File: config.mk
export PLATFORM = sky130hd
export DESIGN_NAME = keystroke_conditioner
export DESIGN_NICKNAME = d
export VERILOG_FILES = /design/src/rtl/keystroke_conditioner.sv
export SDC_FILE = /design/constraint.sdc
export NUM_CORES = 1
export LEC_CHECK = 0
export CORE_MARGIN = 2
export CORE_UTILIZATION = 45
export CTS_CLUSTER_DIAMETER = 30
export DETAILED_ROUTE_END_ITERATION = 12
export GPL_TIMING_DRIVEN = 0
export RECOVER_POWER = 25
export REMOVE_ABC_BUFFERS = 1
export SETUP_SLACK_MARGIN = 0.1
export SYNTH_ARGS = -nofsm -noshare
export SYNTH_HDL_FRONTEND = slang
export SYNTH_SLANG_ARGS = --single-unit
File: constraint.sdc
create_clock -name clk_raw -period 5.36 [get_ports clk_raw]
set_input_delay 1.34 -clock clk_raw [delete_from_list [all_inputs] [get_ports clk_raw]]
set_output_delay 1.34 -clock clk_raw [all_outputs]
set_load 0.02 [all_outputs]
File: src/rtl/keystroke_conditioner.sv
`default_nettype none
// ============================================================================
// Module   : keystroke_conditioner
// Brief    : Per-key synchroniser, debouncer and auto-repeat with an ordered
//            press/repeat event FIFO.
// Revision : 1.0
// ============================================================================
module keystroke_conditioner #(
    parameter int WIDTH         = 12,
    parameter int DB_CYCLES     = 4,
    parameter int REPEAT_DELAY  = 32,
    parameter int REPEAT_PERIOD = 8,
    parameter int FIFO_DEPTH    = 4,
    parameter int IDX_W         = (WIDTH > 1) ? $clog2(WIDTH) : 1
) (
    input  logic             clk_raw,
    input  logic             rst,
    input  logic [WIDTH-1:0] keystroke,
    input  logic [WIDTH-1:0] repeat_en,
    output logic [WIDTH-1:0] key_level,
    output logic [WIDTH-1:0] key_press,
    output logic             evt_valid,
    input  logic             evt_ready,
    output logic [IDX_W-1:0] evt_idx,
    output logic             evt_repeat,
    output logic             evt_overflow
);

    localparam int c_DB_W     = (DB_CYCLES > 1) ? $clog2(DB_CYCLES) : 1;
    localparam int c_HOLD_MAX = (REPEAT_DELAY > REPEAT_PERIOD) ? REPEAT_DELAY : REPEAT_PERIOD;
    localparam int c_HOLD_W   = $clog2(c_HOLD_MAX + 1);
    localparam int c_PTR_W    = (FIFO_DEPTH > 1) ? $clog2(FIFO_DEPTH) : 1;
    localparam int c_CNT_W    = $clog2(FIFO_DEPTH + 1);
    localparam int c_ENT_W    = IDX_W + 1;

    localparam logic [c_DB_W-1:0]   c_DB_LAST  = c_DB_W'(DB_CYCLES - 1);
    localparam logic [c_HOLD_W-1:0] c_HOLD_DLY = c_HOLD_W'(REPEAT_DELAY);
    localparam logic [c_HOLD_W-1:0] c_HOLD_PER = c_HOLD_W'(REPEAT_PERIOD);
    localparam logic [c_CNT_W-1:0]  c_FULL     = c_CNT_W'(FIFO_DEPTH);
    localparam logic [c_PTR_W-1:0]  c_PTR_LAST = c_PTR_W'(FIFO_DEPTH - 1);

    logic [WIDTH-1:0]    r_sync1;
    logic [WIDTH-1:0]    r_sync2;
    logic [WIDTH-1:0]    r_level;
    logic [WIDTH-1:0]    r_press;
    logic [c_DB_W-1:0]   r_db_cnt [WIDTH];
    logic [c_HOLD_W-1:0] r_hold   [WIDTH];
    logic [WIDTH-1:0]    r_phase;
    logic [WIDTH-1:0]    r_pend;
    logic [WIDTH-1:0]    r_prep;
    logic                r_ovf;

    logic [c_ENT_W-1:0]  r_mem [FIFO_DEPTH];
    logic [c_PTR_W-1:0]  r_wr;
    logic [c_PTR_W-1:0]  r_rd;
    logic [c_CNT_W-1:0]  r_count;

    logic [WIDTH-1:0]    w_rpt;
    logic [WIDTH-1:0]    w_pushed;
    logic [IDX_W-1:0]    w_sel;
    logic [c_ENT_W-1:0]  w_entry;
    logic                w_push;
    logic                w_pop;

    function automatic logic [c_PTR_W-1:0] f_next(input logic [c_PTR_W-1:0] p);
        return (p == c_PTR_LAST) ? '0 : p + 1'b1;
    endfunction

    always_comb begin
        w_rpt    = '0;
        w_pushed = '0;
        w_sel    = '0;
        for (int i = 0; i < WIDTH; i++) begin
            // First repeat waits REPEAT_DELAY from the press, later ones REPEAT_PERIOD
            w_rpt[i] = r_level[i] && repeat_en[i] &&
                       (r_phase[i] ? (r_hold[i] == c_HOLD_PER) : (r_hold[i] == c_HOLD_DLY));
        end
        for (int i = WIDTH - 1; i >= 0; i--) begin
            if (r_pend[i]) begin
                w_sel = IDX_W'(i);
            end
        end
        w_push  = (|r_pend) && (r_count != c_FULL);
        w_pop   = (r_count != '0) && evt_ready;
        w_entry = {w_sel, r_prep[w_sel]};
        for (int i = 0; i < WIDTH; i++) begin
            w_pushed[i] = w_push && (w_sel == IDX_W'(i));
        end
    end

    always_ff @(posedge clk_raw) begin
        if (rst) begin
            r_sync1 <= '0;
            r_sync2 <= '0;
            r_level <= '0;
            r_press <= '0;
            r_phase <= '0;
            r_pend  <= '0;
            r_prep  <= '0;
            r_ovf   <= 1'b0;
            r_wr    <= '0;
            r_rd    <= '0;
            r_count <= '0;
            for (int i = 0; i < WIDTH; i++) begin
                r_db_cnt[i] <= '0;
                r_hold[i]   <= '0;
            end
        end else begin
            r_sync1 <= keystroke;
            r_sync2 <= r_sync1;
            r_press <= '0;
            for (int i = 0; i < WIDTH; i++) begin
                if (r_sync2[i] == r_level[i]) begin
                    r_db_cnt[i] <= '0;
                end else if (r_db_cnt[i] == c_DB_LAST) begin
                    r_db_cnt[i] <= '0;
                    r_level[i]  <= ~r_level[i];
                    r_press[i]  <= ~r_level[i];
                end else begin
                    r_db_cnt[i] <= r_db_cnt[i] + 1'b1;
                end

                if (!r_level[i] || !repeat_en[i]) begin
                    r_hold[i]  <= '0;
                    r_phase[i] <= 1'b0;
                end else if (w_rpt[i]) begin
                    r_hold[i]  <= c_HOLD_W'(1);
                    r_phase[i] <= 1'b1;
                end else begin
                    r_hold[i] <= r_hold[i] + 1'b1;
                end

                // A request landing on a still-queued channel is merged and flagged
                if ((r_press[i] || w_rpt[i]) && r_pend[i] && !w_pushed[i]) begin
                    r_ovf <= 1'b1;
                end
                if (r_press[i]) begin
                    r_pend[i] <= 1'b1;
                    r_prep[i] <= 1'b0;
                end else if (w_rpt[i]) begin
                    r_pend[i] <= 1'b1;
                    r_prep[i] <= (r_pend[i] && !w_pushed[i]) ? r_prep[i] : 1'b1;
                end else if (w_pushed[i]) begin
                    r_pend[i] <= 1'b0;
                end
            end

            if (w_push) begin
                r_wr <= f_next(r_wr);
            end
            if (w_pop) begin
                r_rd <= f_next(r_rd);
            end
            if (w_push && !w_pop) begin
                r_count <= r_count + 1'b1;
            end else if (!w_push && w_pop) begin
                r_count <= r_count - 1'b1;
            end
        end
    end

    // Storage needs no reset: the head is masked whenever the queue is empty
    always_ff @(posedge clk_raw) begin
        if (w_push) begin
            r_mem[r_wr] <= w_entry;
        end
    end

    assign key_level    = r_level;
    assign key_press    = r_press;
    assign evt_valid    = (r_count != '0);
    assign evt_overflow = r_ovf;
    assign {evt_idx, evt_repeat} = evt_valid ? r_mem[r_rd] : '0;

endmodule
`default_nettype wire

Word-level counts from Yosys, hierarchy flattened --
Memory sizes are Yosys's and may differ from the RTL's. A register that Yosys moved wholly into a read port is not among the register bits. Cells that the tools add are included. Widths: inputs -> output; s select.
Word-level totals: flip-flop bits (word level) 92, memory bits (writable) 116, input port bits 27, output and inout bits 31, logic and storage cells 916, memories 3
Cells by class: add/sub/neg operators 28, order comparisons 1, eq/ne operators 62, multiplexer cells 421, bitwise operators 120, reductions and logical operators 215
Memories:
- r_hold | depth 12, width 6, read ports 12, clocked after memory_dff 0, write ports 12, RTL line 47 | logic [c_HOLD_W-1:0] r_hold [WIDTH];
- r_db_cnt | depth 12, width 2, read ports 12, clocked after memory_dff 0, write ports 12, RTL line 46 | logic [c_DB_W-1:0] r_db_cnt [WIDTH];
- r_mem | depth 4, width 5, read ports 1, clocked after memory_dff 1, write ports 1, RTL line 53 | logic [c_ENT_W-1:0] r_mem [FIFO_DEPTH];
Operator list (number):
- $mux 1 | 329
- $mux 6 | 36
- $mux 2 | 40
- $logic_and 1x1->1 | 76
- $add 6x1->6 const B | 12
- $eq 6x4->1 const B | 12
- $eq 6x6->1 const B | 12
- $or 1x1->1 | 72
- $mux 4 | 12
- $not 1->1 | 48
- $reduce_and 2->1 | 24
- $reduce_or 2->1 | 24
- $reduce_bool 3->1 | 13
- $logic_not 1->1 | 38
- $reduce_or 3->1 | 12
- $add 2x1->2 const B | 14
- $eq 2x2->1 const B | 14
- $logic_or 1x1->1 | 24
- $eq 4x3->1 const B | 4
- $eq 4x4->1 const B | 4
- $eq 1x1->1 | 12
- $reduce_bool 12->1 | 1
- $reduce_or 12->1 | 1
- $eq 4x2->1 const B | 2
- 10 further kinds | 11

Logic depth before layout (Yosys ltp) --
word-level depth 28, gate-level depth with buffers 9, gate-level depth less buffers 9

Worst setup path before layout --
Ideal clock, no wire load.
path kind reg-to-output, start point reg with a tool-made name, end point out evt_idx[0], data arrival time 1.326 ns, required time 4.020 ns, setup slack 2.694 ns, stages on the path, launching flop included 4, path buffers 1, path through dfxtp_1 > clkbuf_1 > mux4_2 > and2_1
RTL lines:
- end, declared | RTL line 24 | output logic [IDX_W-1:0] evt_idx,

==> impl_metrics.yaml <==
worst_setup_path:
  r2r_start: "r_pend[0]$_SDFFE_PP0P_"
  worst-path-max-fanout: 92
  timing.critical_path.buf_inv: 2
  worstPathArrival_ns: 4.33
  worstSetupEndpointType: "register"
  critical-path-top-delay-family: "buffers and inverters"
  worst-endpoint-required_ns: 5.64
  worst_setup_path_start_kind: "input pin"
  slowest_stage: "sky130_fd_sc_hd__clkbuf_2"
  slowest_delay_ns: 1.49
  critical_path.cell_chain: "clkbuf_1 > clkbuf_2 > nor2_1 > nand2_1 > nor2_1"
  most_frequent_cell_on_critical_path: "sky130_fd_sc_hd__nor2_1"
  critPathKind: "input pin to register"
  critPathLaunch: "rst"
final_layout:
  sequential_standard_cell_area_sq_um: 5370
  fraction_of_final_layout_cells_with_drive_strength_greater_than_1_pct: 9.42
  syn2layout_area_growth_pct: 30.2
  diodes: 0
  multi_input_gate_area_in_the_final_layout_sq_um: 4180
  n_fill_cell: 1823
  fin_nets: 1123
  final_cells: 1368
clock_network:
  htree_levels: 2
  numClockSinks: 210
  clk_path_buf_depth: 3
  cts_made_buffers: 48
  cts_root_buffer: "sky130_fd_sc_hd__clkbuf_16"
  cts_post_setup_buffers_inserted: 0
  clock_insertion_delay_worst_skew_ns: 0.53
  holdBufCountCts: 0
  path_clk_slew_ns: 0.05
  tritoncts: "done"
  postCtsResizedCells: 0
sta:
  tightestPinTransition_ns: 1.87
  timing.final.max_slew_violations: 93
  fin_worst_skew_ns: 0.0136
  final-setup-viol-count: 0
  setup_repair_after_global_routing_missed_its_margin: "no"
  postLayoutSetupSlackWorst_ns: 1.31
  hold_violations: 0
  timing.fmax_mhz: 247
  fin_worst_hold_slack_ns: 0.429
  layout_min_cycle_time_ns: 4.05
  timing.final.crit_share_pct: 75.5
  headroom_to_the_max_slew_limit_pct: -24.8
floorplanning:
  horiz_die_dim_um: 149
  core_region_area_sq_um: 20800
  initial_core_util_pct: 45.5
  die_area_sq_um: 22300
  die_h_um: 149
  io_pins: 58
  fp-row-count: 53
route:
  routed_wirelength_mm: 16.7
  vias: 6415
  drt_iter0_drc: 215
  wire_per_inst_um: 12.2
  drtAntennaViolNets: 0
  drt_first_pass_iters: 4
  via_per_inst: 4.69
  drc_markers: 0
power_and_ir_drop:
  seq_power_share_pct: 35.9
  p_comb_share_pct: 6.9
  power_switching_mw: 1.10
  power_per_cell_area_nw_per_um2: 410
  power_switching_share_pct: 21.7
  clkPwrFrac_pct: 57.2
  p_leak_nw: 4.78
  power.internal_mw: 3.97
  max_rail_drop_vdd_v: 0.000336
status:
  failed_checks: "capacitance limit, slew limit"
  run_status: "finished, violations left"
place:
  place_congestion: 0.772
  port_buffers: 57
  dp_hpwl_mm: 11.3
  placed_cells: 1278
  placement.setup.worst_slack_ns: 1.72
synthesis:
  synth_sequential_area_ratio_pct: 56.6
  synthesis.area_sq_um: 9480
  synthArstFlopShare_pct: 0
  yosys_warnings: 0
  synth_enable_flop_cells: 116
  synth_ff_type: "sky130_fd_sc_hd__edfxtp_1"
  synth.avg_cell_area_sq_um: 11.0
  ys_seq_elements: 210
  synth_cell_type_count: 63
  cells_after_synth: 866
hold_path:
  timing.hold.worst.class: "register to register"
  timing.hold.worst.start: "r_sync1[4]$_SDFF_PP0_"
run:
  maxCapViolations: 1
global_route:
  globalRouteTotalUtil_pct: 15.9
  grt_pass1_wl_mm: 28.8
  number_of_global_route_vias_before_repair: 6263
  grt_start_max_net_pins: 93
  grt_antenna_before_repair: 0
  overflow: 0
-- flip-flops by register name (all words and copies together) (netlist names), named ones only --
signal	flops
evt_overflow	1
r_hold	72
r_wr	2
r_prep	12
r_phase	12
r_pend	12
key_level	12
key_press	12
r_mem	20
r_rd	2
r_count	3
r_db_cnt	24
r_sync1	12
r_sync2	12
-- Yosys cell counts (2+ instances only) --
cell type,number,area (sq um)
sky130_fd_sc_hd__nor2_1,133,499
sky130_fd_sc_hd__edfxtp_1,116,3480
sky130_fd_sc_hd__dfxtp_1,94,1880
sky130_fd_sc_hd__inv_1,56,210
sky130_fd_sc_hd__a21oi_1,43,215
sky130_fd_sc_hd__nand2_1,43,161
sky130_fd_sc_hd__ha_1,42,526
sky130_fd_sc_hd__nor3_1,42,210
sky130_fd_sc_hd__xnor2_1,36,315
sky130_fd_sc_hd__nor2b_1,27,169
sky130_fd_sc_hd__nand3_1,26,130
sky130_fd_sc_hd__xor2_1,26,228
sky130_fd_sc_hd__or3_1,20,125
sky130_fd_sc_hd__nand2b_1,17,106
sky130_fd_sc_hd__and3_1,15,93.8
sky130_fd_sc_hd__clkbuf_1,13,48.8
sky130_fd_sc_hd__and2_1,10,62.6
sky130_fd_sc_hd__a31oi_1,8,50.1
sky130_fd_sc_hd__a41oi_1,8,70.1
sky130_fd_sc_hd__nor4b_1,6,52.6
sky130_fd_sc_hd__o21ai_0,6,30.0
sky130_fd_sc_hd__a21boi_0,5,37.5
sky130_fd_sc_hd__and3b_1,5,43.8
sky130_fd_sc_hd__mux2i_1,5,50.1
sky130_fd_sc_hd__mux4_2,5,113
sky130_fd_sc_hd__o21a_1,5,37.5
sky130_fd_sc_hd__nand3b_1,4,30.0
sky130_fd_sc_hd__o31ai_1,3,22.5
sky130_fd_sc_hd__o41ai_2,3,48.8
sky130_fd_sc_hd__or3b_1,3,26.3
sky130_fd_sc_hd__a2111oi_4,2,55.1
sky130_fd_sc_hd__a211o_1,2,17.5
sky130_fd_sc_hd__clkbuf_8,2,27.5
sky130_fd_sc_hd__mux2_2,2,22.5
sky130_fd_sc_hd__nor3b_1,2,15.0
sky130_fd_sc_hd__nor4_1,2,12.5
sky130_fd_sc_hd__o21bai_1,2,15.0
sky130_fd_sc_hd__o22ai_1,2,12.5
-- worst paths after layout --
check	to	slack, ns	cells past startpoint
worst max-delay path	r_hold[0][9]$_SDFFCE_PN0P_	1.31	5
worst min-delay path	r_sync2[4]$_SDFF_PP0_	0.43	1
worst max register to register	r_count[2]$_SDFFE_PP0P_	2.67	9
worst min register to register	r_sync2[4]$_SDFF_PP0_	0.43	1
-- final cells by class --
cell class / count / area share, %
timing repair buffer: 58 / 4.61
tap: 275 / 2.79
multi-input combinational: 678 / 33.9
sequential: 210 / 43.5
clock inverter: 21 / 1.58
inverter: 57 / 1.73
clock buffer: 69 / 12.0
-- power groups by stage --
stage | clock [mW] | sequential [mW] | combinational (mW)
2_1_floorplan | 0 | 1.84 | 0.224
3_3_place_gp | 0 | 1.85 | 0.345
3_5_place_dp | 0 | 1.85 | 0.352
4_1_cts | 2.96 | 1.82 | 0.353
5_1_grt | 3.04 | 1.83 | 0.385
6_report | 2.90 | 1.82 | 0.348
-- layout by cell type, fill, tap and decap left out, types with 4 or more instances in the layout --
master                            count
sky130_fd_sc_hd__nor2b_1             27
sky130_fd_sc_hd__a31oi_1              8
sky130_fd_sc_hd__clkdlybuf4s50_1     56
sky130_fd_sc_hd__a41oi_1              8
sky130_fd_sc_hd__clkbuf_1             7
sky130_fd_sc_hd__mux4_2               5
sky130_fd_sc_hd__mux2i_1              5
sky130_fd_sc_hd__and2_1              10
sky130_fd_sc_hd__xor2_1              26
sky130_fd_sc_hd__nor3_1              42
sky130_fd_sc_hd__nand3_1             26
sky130_fd_sc_hd__dfxtp_1             94
sky130_fd_sc_hd__a21boi_0             5
sky130_fd_sc_hd__nor2_1             133
sky130_fd_sc_hd__inv_1               56
sky130_fd_sc_hd__clkinv_2             7
sky130_fd_sc_hd__nor4b_1              6
sky130_fd_sc_hd__clkbuf_16           52
sky130_fd_sc_hd__clkbuf_8            11
sky130_fd_sc_hd__clkinv_1             5
sky130_fd_sc_hd__o21ai_0              6
sky130_fd_sc_hd__conb_1              96
sky130_fd_sc_hd__o21a_1               5
sky130_fd_sc_hd__and3b_1              5
sky130_fd_sc_hd__or3_1               20
sky130_fd_sc_hd__a21oi_1             43
sky130_fd_sc_hd__and3_1              15
sky130_fd_sc_hd__nand3b_1             4
sky130_fd_sc_hd__nand2_1             43
sky130_fd_sc_hd__nand2b_1            17
sky130_fd_sc_hd__edfxtp_1           116
sky130_fd_sc_hd__xnor2_1             36
sky130_fd_sc_hd__ha_1                42
-- kinds of logic (layout without fill, tap and decap cells) --
kind of cell             count (synthesis)  in the layout  share of synthesized area [%]
AO/OA/AOI/OAI                          103            103                           7.84
flip-flops                             210            210                           56.6
multiplexers                            12             12                           1.95
XOR/XNOR                                62             62                           5.73
AND/OR/NAND/NOR                        362            362                           19.0
adder cells (fa/ha/maj)                 43             43                           5.75
other                                    1             96                         0.0395
buffers and inverters                   73            205                           3.10
-- per-layer routing --
metal  vias to the layer above  global-route usage, %  part of all wire (%)
li1                       3351                      -                     -
met1                      2933                   21.3                    49
met2                        96                   24.7                    45
met3                        35                   4.16                   4.1
met4                         0                   5.95                   2.3
met5                         -                      0                     0
-- through the flow --
step | power, mW | instance area (sq um) | util [%] | TNS, ns
after global placement | 2.19 | 10700 | 51.3 | -39.61
after detailed placement | 2.20 | 10700 | 51.4 | 0
after CTS | 5.13 | 12400 | 59.4 | 0
final | 5.07 | 12300 | 59.3 | 0
after global routing | 5.25 | 12300 | 59.3 | 0
after floorplan | 2.06 | 9760 | - | 0
Power figures use the tool's default switching activity.
